File: src/rtl/rf_wr_packer.sv
// rf_wr_packer
//   Packs a stream of bytes into memory words and writes them to the port B
//   of a register file. A run begins with start_i and ends with the byte
//   that carries pix_last_i. Each word is written once it is full, or
//   earlier if it holds the last byte of the run. Unused lanes of a partial
//   word are masked off through wenb_o.
//
// Ports
//   clk          single clock, rising edge
//   rst          synchronous active-high reset
//   start_i      one-cycle pulse that begins a run (IDLE only)
//   base_addr_i  first word address of the run, sampled with start_i
//   pix_valid_i  byte on pix_i is valid
//   pix_i        byte data
//   pix_last_i   final byte of the run, qualified by pix_valid_i
//   pix_ready_o  a byte is accepted this cycle when valid (PACK only)
//   cenb_o       RF chip enable, low active, low for one cycle per write
//   wenb_o       RF per-byte write enable, low active
//   addrb_o      RF word address, holds the last written value
//   datab_o      RF write data, holds the last written value
//   done_o       pulse that coincides with the final write of a run
//   word_cnt_o   words written in the current or last run
module rf_wr_packer #(
  parameter int Word_Width = 32,
  parameter int Addr_Width = 8,
  parameter int Byte_Width = Word_Width >> 3
) (
  input  logic                  clk,
  input  logic                  rst,
  input  logic                  start_i,
  input  logic [Addr_Width-1:0] base_addr_i,
  input  logic                  pix_valid_i,
  input  logic [7:0]            pix_i,
  input  logic                  pix_last_i,
  output logic                  pix_ready_o,
  output logic                  cenb_o,
  output logic [Byte_Width-1:0] wenb_o,
  output logic [Addr_Width-1:0] addrb_o,
  output logic [Word_Width-1:0] datab_o,
  output logic                  done_o,
  output logic [Addr_Width:0]   word_cnt_o
);

  localparam int LaneW = (Byte_Width > 1) ? $clog2(Byte_Width) : 1;

  typedef enum logic [1:0] {IDLE, PACK, FLUSH} state_t;

  state_t                state_reg, state_next;
  logic [LaneW-1:0]      lane_reg;
  logic [Byte_Width-1:0] mask_reg;
  logic [Word_Width-1:0] data_reg;
  logic [Addr_Width-1:0] addr_cnt_reg;

  logic                  accept;
  logic                  complete;
  logic [Byte_Width-1:0] mask_ins;
  logic [Word_Width-1:0] data_ins;

  assign accept   = (state_reg == PACK) && pix_valid_i;
  assign complete = accept &&
                    ((lane_reg == LaneW'(Byte_Width - 1)) || pix_last_i);

  // Staging word with the byte being accepted merged in. When the word is
  // completed by this byte, these merged values go straight to the RF port,
  // which is what lets PACK run at one byte per cycle without stalling.
  generate
    for (genvar gi = 0; gi < Byte_Width; gi++) begin : g_lane
      logic lane_hit;
      assign lane_hit           = accept && (lane_reg == LaneW'(gi));
      assign mask_ins[gi]       = lane_hit ? 1'b0 : mask_reg[gi];
      assign data_ins[8*gi +: 8] = lane_hit ? pix_i : data_reg[8*gi +: 8];
    end
  endgenerate

  always_ff @(posedge clk) begin
    if (rst) begin
      state_reg <= IDLE;
    end else begin
      state_reg <= state_next;
    end
  end

  always_comb begin
    state_next  = state_reg;
    pix_ready_o = 1'b0;
    case (state_reg)
      IDLE: begin
        if (start_i) begin
          state_next = PACK;
        end
      end
      PACK: begin
        pix_ready_o = 1'b1;
        if (accept && pix_last_i) begin
          state_next = FLUSH;
        end
      end
      FLUSH: begin
        // The final write is on the port during this cycle.
        state_next = IDLE;
      end
      default: begin
        state_next = IDLE;
      end
    endcase
  end

  always_ff @(posedge clk) begin
    if (rst) begin
      lane_reg     <= '0;
      mask_reg     <= '1;
      data_reg     <= '0;
      addr_cnt_reg <= '0;
      cenb_o       <= 1'b1;
      wenb_o       <= '1;
      addrb_o      <= '0;
      datab_o      <= '0;
      done_o       <= 1'b0;
      word_cnt_o   <= '0;
    end else begin
      // Port idles by default; a write lasts exactly one cycle.
      cenb_o <= 1'b1;
      wenb_o <= '1;
      done_o <= 1'b0;
      if ((state_reg == IDLE) && start_i) begin
        lane_reg     <= '0;
        mask_reg     <= '1;
        data_reg     <= '0;
        addr_cnt_reg <= base_addr_i;
        word_cnt_o   <= '0;
      end else if (complete) begin
        cenb_o       <= 1'b0;
        wenb_o       <= mask_ins;
        addrb_o      <= addr_cnt_reg;
        datab_o      <= data_ins;
        done_o       <= pix_last_i;
        lane_reg     <= '0;
        mask_reg     <= '1;
        data_reg     <= '0;
        addr_cnt_reg <= addr_cnt_reg + Addr_Width'(1);
        word_cnt_o   <= word_cnt_o + (Addr_Width + 1)'(1);
      end else if (accept) begin
        lane_reg <= lane_reg + LaneW'(1);
        mask_reg <= mask_ins;
        data_reg <= data_ins;
      end
    end
  end

endmodule
File: config.mk
export PLATFORM = sky130hd
export DESIGN_NAME = rf_wr_packer
export DESIGN_NICKNAME = d
export VERILOG_FILES = /design/src/rtl/rf_wr_packer.sv
export SDC_FILE = /design/constraint.sdc
export NUM_CORES = 1
export LEC_CHECK = 0
export CORE_MARGIN = 1
export CORE_UTILIZATION = 46
export DETAILED_ROUTE_END_ITERATION = 10
export PLACE_DENSITY_LB_ADDON = 0.2
export SKIP_CTS_REPAIR_TIMING = 1
export SLEW_MARGIN = 10
export SYNTH_ARGS = -nofsm -noshare
export SYNTH_HDL_FRONTEND = slang
export SYNTH_SLANG_ARGS = --single-unit
File: constraint.sdc
create_clock -name clk -period 1.8 [get_ports clk]
set_clock_uncertainty 0.15 [all_clocks]
set_input_delay 0.18 -clock clk [delete_from_list [all_inputs] [get_ports clk]]
set_output_delay 0.18 -clock clk [all_outputs]
set_load 0.005 [all_outputs]
==> results of run 1 <==
-- worst max-delay path, cell delays in order, from the launching register on --
cell and delay (ns):
sky130_fd_sc_hd__dfxtp_2 0.34, sky130_fd_sc_hd__ha_4 0.16, sky130_fd_sc_hd__buf_6 0.12, sky130_fd_sc_hd__nor2_4 0.11
sky130_fd_sc_hd__buf_12 0.12, sky130_fd_sc_hd__nor2_4 0.04, sky130_fd_sc_hd__buf_12 0.14, sky130_fd_sc_hd__buf_6 0.12
sky130_fd_sc_hd__clkbuf_16 0.16, sky130_fd_sc_hd__a211oi_1 0.18
-- logic make-up after synthesis --
group,Yosys count,synth area share
and+or+nand+nor,157,0.181
DFF,103,0.546
buffers and inverters,29,0.0328
xor gates and xnor gates,7,0.0162
AOI/OAI and AO/OA,67,0.119
muxes,32,0.0848
adders and majority gates,6,0.0199
-- area by class of cell --
class	instances	area (um2)	area share
clock buffer	10	138	0.0254
inverter	5	18.8	0.00347
multi-input combinational	269	1740	0.321
clock inverter	6	75.1	0.0139
timing repair buffer	120	1250	0.231
sequential	103	2070	0.382
tap	102	128	0.0236
-- layer usage --
metal | wire length (um) | GRT usage | part of all wire
met4 | 228 | 0.0821 | 0.024
met2 | 4570 | 0.356 | 0.48
met3 | 557 | 0.0673 | 0.059
met5 | 0 | 0 | 0
met1 | 4090 | 0.265 | 0.43
-- through the flow --
| stage | setup TNS, ns | instances | utilization | worst slack, ns |
|---|---|---|---|---|
| 2_1_floorplan | 0 | 401 | - | 0.0701 |
| 3_3_place_gp | -7.19 | 590 | 0.623 | -0.157 |
| 3_5_place_dp | -8.80 | 590 | 0.623 | -0.186 |
| 4_1_cts | -0.00549 | 606 | 0.650 | -0.00549 |
| 5_1_grt | -0.0175 | 615 | 0.690 | -0.0139 |
| 6_report | 0 | 615 | 0.690 | 0.0734 |
-- layout by cell type, fill, tap and decap left out, types with 6 or more instances in the layout --
cell type and count:
sky130_fd_sc_hd__mux2i_1 30, sky130_fd_sc_hd__nand2_1 42, sky130_fd_sc_hd__clkbuf_8 10, sky130_fd_sc_hd__a211oi_1 18, sky130_fd_sc_hd__buf_12 6, sky130_fd_sc_hd__nand3_1 6, sky130_fd_sc_hd__a21oi_1 19, sky130_fd_sc_hd__buf_4 29
sky130_fd_sc_hd__a211oi_2 14, sky130_fd_sc_hd__dfxtp_1 99, sky130_fd_sc_hd__xnor2_1 7, sky130_fd_sc_hd__nor2_1 74, sky130_fd_sc_hd__clkdlybuf4s50_1 75
-- worst max path at each step --
stage          depth (start not counted)  slack (ns)          from       endpoint
2_1_floorplan                          6        0.07   lane_reg[0]     datab_o[2]
3_3_place_gp                           6       -0.16   pix_valid_i  word_cnt_o[8]
3_5_place_dp                           6       -0.19   pix_valid_i  word_cnt_o[8]
4_1_cts                                2      -0.005  state_reg[0]    pix_ready_o
5_1_grt                                6       -0.01  state_reg[1]  word_cnt_o[7]
6_report                               9        0.07   lane_reg[0]    datab_o[29]
-- power groups by stage --
stage               sequential (W)  combinational (W)  clock (W)
floorplan                  0.00242           0.000183          0
global placement           0.00242           0.000406          0
detailed placement         0.00242           0.000410          0
CTS                        0.00237           0.000412    0.00154
global route               0.00238           0.000513    0.00165
finish                     0.00237           0.000477    0.00153
==> summary.md, run 1 <==
| Metric | Value |
|---|---|
| Post-synthesis cell type count | `38` |
| Starting Density | `0.481` |
| Post-Synthesis Mean Instance Area | `9.42 um2` |
| Vias per std cell | `between 5 and 6` |
| Outcome | `finished clean` |
| Worst hold-check path type | `primary input to register` |
| Routability congestion estimate | `0.862` |
| Worst-case hold path end point | `state_reg[0]` |
| Relative contribution of sequential cells to total power | `0.542` |
| Count of boundary I/O pins | `77` |
| Post-synthesis sequential area ratio | `0.546` |
| Number of global-route vias before repair | `3021` |
| Number of H-tree branching levels | `3` |
| EDFF count, synth | `0` |
| Post-Synthesis Cells | `401` |
| Max Slew Vio Count | `0` |
| Die outline width | `92.6 um` |
| Critical setup path kind | `register to register` |
| Part of the total power dissipated in the clock network | `0.349` |
| CP startpoint kind | `register` |
| Summed instance area of the synthesized netlist | `0.00378 mm2` |
| Flip-flop and latch count after synthesis | `103` |
| Worst skew pair latency | `roughly 0.38 ns` |
| Number of antenna violations at the first check in global routing | `0` |
| Detail Placement HPWL | `~6.0 mm` |
| I/O Buffers | `76` |
| Inserted Clock Buffers | `9` |
| Highest ir drop seen on vdd | `about 0.51 mV` |
| Global Route Usage Sum | `0.216` |
| Iter 0 DRT Violations | `114` |
| Layout cells sized above 1 | `0.187` |
| Reg2Reg Depth | `9` |
| Instance count along the most critical hold path | `3` |
| # fillers | `647` |
| TritonCTS clock tree | `yes` |
| Max Fanout on Critical Path | `14` |
| Time the worst path needs with I/O delays and setup | `1.73 ns` |
| Launch instance of the worst register-to-register path | `lane_reg[0]` |
| Slack of the worst reg-to-reg path | `0.07 ns` |
| Standard cell core area | `0.00785 mm2` |
| First drt pass iteration count | `4` |
| Most frequently used cell type in the post-synthesis netlist | `sky130_fd_sc_hd__dfxtp_1` |
| NumNets Final | `535` |
| Root buffer selected by CTS | `sky130_fd_sc_hd__clkbuf_8` |
| Area growth from synthesis to layout | `43.3%` |
| Fraction of post-synthesis cell area in the top cell type by area | `0.546` |
| Clock Sinks | `103` |
| Max-capacitance violation count | `0` |
| Routed wire length per instance | `15.3 um` |
| Total Wirelength | `9.44 mm` |
| Post-Place Cell Area | `0.00489 mm2` |
| ANT nets after route | `0` |
| Maximum clock frequency | `0.579 GHz` |
| Worst endpoint data arrival time | `1.86 ns` |
| Synth area leader | `sky130_fd_sc_hd__dfxtp_1` |
| Global-route wire length before repair | `~14 mm` |
| Net switching fraction of the power | `0.249` |
| Final setup vio count | `0` |
| Sort of element at the end of the critical path | `register` |
| Area of the die | `0.00858 mm2` |
| GRT overflow | `0` |
| Cell types with the largest area share after synthesis | `sky130_fd_sc_hd__dfxtp_1 55%, sky130_fd_sc_hd__mux2i_1 8.5%, sky130_fd_sc_hd__nor2_1 7.6%` |
| Total number of vias | `about 3300` |
| Share of synthesized flip-flops with an asynchronous set or reset | `0` |
| Register clock-pin slew on the reported worst setup and hold paths | `0.10 ns` |
| Portion of total power attributed to combinational logic | `0.109` |
| Post-Synthesis Net Count | `~430` |
| Power per cell area | `808 mW/mm2` |
| Internal power | `0.00328 W` |
| Worst Max-Slew Pin Slew | `0.551 ns` |
| Reg2Reg Capture Point | `datab_o[29]` |
| Overall Power | `roughly 0.0044 W` |
| Leakage dissipation | `roughly 2.1 nW` |
| Synth warnings | `0` |
| Std-Cell Rows | `32` |
| Clock Path Buffers | `2` |
| Largest net degree at the start of global routing | `43` |
| Number of failing hold endpoints at the final stage | `0` |
| Final Hold Slack | `0.0369 ns` |
| Design area | `0.00541 mm2` |
| Hold Startpoint | `rst` |
| Share of the cycle needed by the critical path after routing | `0.959` |
| Worst Path Required | `1.94 ns` |
| Ys flop type | `sky130_fd_sc_hd__dfxtp_1` |
| Number of DRC violations after detailed routing | `0` |
| Number of antenna repair diodes | `0` |
| Top post-synthesis cells by count | `103 x sky130_fd_sc_hd__dfxtp_1, 76 x sky130_fd_sc_hd__nor2_1, 43 x sky130_fd_sc_hd__nand2_1` |
| Switching pwr | `roughly 0.0011 W` |
| Worst slew margin | `0.632` |
| Die H | `between 90 and 100 um` |
(Power assumes the default switching activity.)
==> run 2, diff against run 1 <==
- CORE_MARGIN: 1 -> 2
- CTS_CLUSTER_DIAMETER: unset -> 120
==> summary.md, run 2 (same netlist as run 1, synthesis figures left out) <==
| Metric | Value |
|---|---|
| Reg2Reg Capture Point | `word_cnt_o[8]` |
| Area of the die | `0.00895 mm2 (+4.4%)` |
| Maximum clock frequency | `0.568 GHz (-1.9%)` |
| Clock Path Buffers | `2 (unchanged)` |
| Iter 0 DRT Violations | `119 (+4.4%)` |
| Leakage dissipation | `2.00 nW (-6.7%)` |
| Starting Density | `0.467 (-0.0146)` |
| Most used cells in the layout excluding fill and tap cells | `98 x sky130_fd_sc_hd__dfxtp_1, 75 x sky130_fd_sc_hd__nor2_1, 74 x sky130_fd_sc_hd__clkdlybuf4s50_1` |
| CP startpoint kind | `register` |
| Largest net degree at the start of global routing | `43 (unchanged)` |
| GR met1 Demand/Resource | `0.263 (-0.00171)` |
| Critical setup path kind | `register to register` |
| Clock Sinks | `103 (unchanged)` |
| Global-route wire length before repair | `14.1 mm (-1.6%)` |
| First drt pass iteration count | `4 (unchanged)` |
| Total Wirelength | `8.52 mm (-9.8%)` |
| Total number of vias | `3089 (-5.9%)` |
| Instance count along the most critical hold path | `3 (unchanged)` |
| Max-capacitance violation count | `0 (unchanged)` |
| Worst Path Required | `1.94 ns (about the same)` |
| Std-Cell Rows | `33 (+3.1%)` |
| Register clock-pin slew on the reported worst setup and hold paths | `0.09 ns (about the same)` |
| I/O Buffers | `76 (unchanged)` |
| GRT overflow | `0 (unchanged)` |
| Met2 Use GR | `0.326 (-0.0299)` |
| Max Slew Vio Count | `0 (unchanged)` |
| Internal power | `0.00336 W (+2.4%)` |
| Routability congestion estimate | `0.876 (+1.7%)` |
| Power per cell area | `854 mW/mm2 (+5.8%)` |
| Max Fanout on Critical Path | `4 (-10)` |
| Area growth from synthesis to layout | `35.0%` |
| Count of boundary I/O pins | `77 (unchanged)` |
| Portion of total power attributed to combinational logic | `0.094 (-0.015)` |
| Worst Max-Slew Pin Slew | `0.402 ns (-0.149 ns)` |
| Worst-case hold path end point | `addr_cnt_reg[0]` |
| Outcome | `finished clean` |
| Inserted Clock Buffers | `9 (unchanged)` |
| Most used routing layer | `met2` |
| Slack of the worst reg-to-reg path | `0.04 ns (-0.03 ns)` |
| ANT nets after route | `0 (unchanged)` |
| Number of antenna repair diodes | `0 (unchanged)` |
| Met3 GRT Util | `0.0519 (-0.0154)` |
| Layout cells sized above 1 | `0.129 (-0.0586)` |
| Highest ir drop seen on vdd | `0.654 mV (+29%)` |
| RSZ-0062 raised after global routing | `true` |
| Relative contribution of sequential cells to total power | `0.544 (+0.002)` |
| Worst Setup Slack, final | `0.0405 ns (-0.0329 ns)` |
| Worst slew margin | `0.732 (+0.0995)` |
| Commonest non-fill, non-tap cell in the layout | `sky130_fd_sc_hd__dfxtp_1` |
| Global Route Usage Sum | `0.201 (-0.0152)` |
| Reg2Reg Depth | `5 (-4)` |
| Detail Placement HPWL | `5.78 mm (-3.5%)` |
| Net switching fraction of the power | `0.228 (-0.0212)` |
| Standard cell core area | `0.00809 mm2 (+3.1%)` |
| Worst skew pair latency | `0.35 ns (-0.03 ns)` |
| Die H | `94.6 um (+2.2%)` |
| Sort of element at the end of the critical path | `register` |
| Number of global-route vias before repair | `2987 (-1.1%)` |
| Time the worst path needs with I/O delays and setup | `1.76 ns (+0.0329 ns)` |
| Number of H-tree branching levels | `3 (unchanged)` |
| Die outline width | `94.6 um (+2.2%)` |
| Switching pwr | `0.000992 W (-8.9%)` |
| Number of failing hold endpoints at the final stage | `0 (unchanged)` |
| Part of the total power dissipated in the clock network | `0.362 (+0.013)` |
| TritonCTS clock tree | `yes` |
| Number of antenna violations at the first check in global routing | `0 (unchanged)` |
| Routed wire length per instance | `14.1 um (-8.0%)` |
| Vias per std cell | `5.12 (-4.0%)` |
| Setup total negative slack | `0 ns (unchanged)` |
| Hold Startpoint | `rst` |
| Launch instance of the worst register-to-register path | `lane_reg[0]` |
| NumNets Final | `520 (-2.8%)` |
| Final setup vio count | `0 (unchanged)` |
| Worst endpoint data arrival time | `1.90 ns (+0.04 ns)` |
| Number of DRC violations after detailed routing | `0 (unchanged)` |
| Minimum setup slack after placement | `-0.244 ns (-0.0589 ns)` |
| Worst hold-check path type | `primary input to register` |
| Root buffer selected by CTS | `sky130_fd_sc_hd__clkbuf_8` |
| Share of the cycle needed by the critical path after routing | `0.978 (+0.0183)` |
run 2: power groups by stage:
| stage | clock [W] | sequential, W | combinational (W) |
|---|---|---|---|
| after floorplan | 0 | 0.00242 | 0.000183 |
| after global routing | 0.00170 | 0.00238 | 0.000448 |
| after detailed placement | 0 | 0.00242 | 0.000404 |
| final | 0.00158 | 0.00237 | 0.000408 |
| after CTS | 0.00161 | 0.00237 | 0.000406 |
| after global placement | 0 | 0.00242 | 0.000399 |
run 2: critical path: stages (launching register included):
cell,delay (ns)
sky130_fd_sc_hd__dfxtp_2,0.34
sky130_fd_sc_hd__ha_1,0.18
sky130_fd_sc_hd__or2_4,0.15
sky130_fd_sc_hd__nand4_1,0.18
sky130_fd_sc_hd__or4_1,0.56
sky130_fd_sc_hd__a21oi_1,0.13
run 2: how the worst max path moves through the flow:
stage	from	to	slack (ns)	cells past startpoint
5_1_grt	lane_reg[0]	word_cnt_o[8]	-0.04	5
2_1_floorplan	lane_reg[0]	datab_o[2]	0.07	6
6_report	lane_reg[0]	word_cnt_o[8]	0.04	5
3_5_place_dp	pix_valid_i	word_cnt_o[8]	-0.24	5
4_1_cts	state_reg[0]	pix_ready_o	-0.02	2
3_3_place_gp	pix_valid_i	word_cnt_o[8]	-0.18	5
run 2: layer usage:
metal,vias up,wire (um)
li1,1564,-
met1,1443,3860
met2,75,4100
met3,7,449
met4,0,106
met5,-,0
run 2: cell type report:
| cell class | count | area (um2) |
|---|---|---|
| fill | 730 | 2990 |
| sequential | 103 | 2070 |
| multi-input combinational | 269 | 1630 |
| timing repair buffer | 105 | 1030 |
| clock buffer | 11 | 141 |
| tap | 105 | 131 |
| clock inverter | 5 | 81.3 |
| inverter | 5 | 18.8 |
run 2: metrics by stage:
step	std cells	utilization	hold slack [ns]	instance area (um2)	total power [W]
2_1_floorplan	401	-	0.180	3780	0.00260
3_3_place_gp	587	0.597	0.284	4830	0.00282
3_5_place_dp	587	0.597	0.294	4830	0.00283
4_1_cts	603	0.625	0.103	5060	0.00439
5_1_grt	603	0.630	0.110	5100	0.00452
6_report	603	0.630	0.124	5100	0.00436
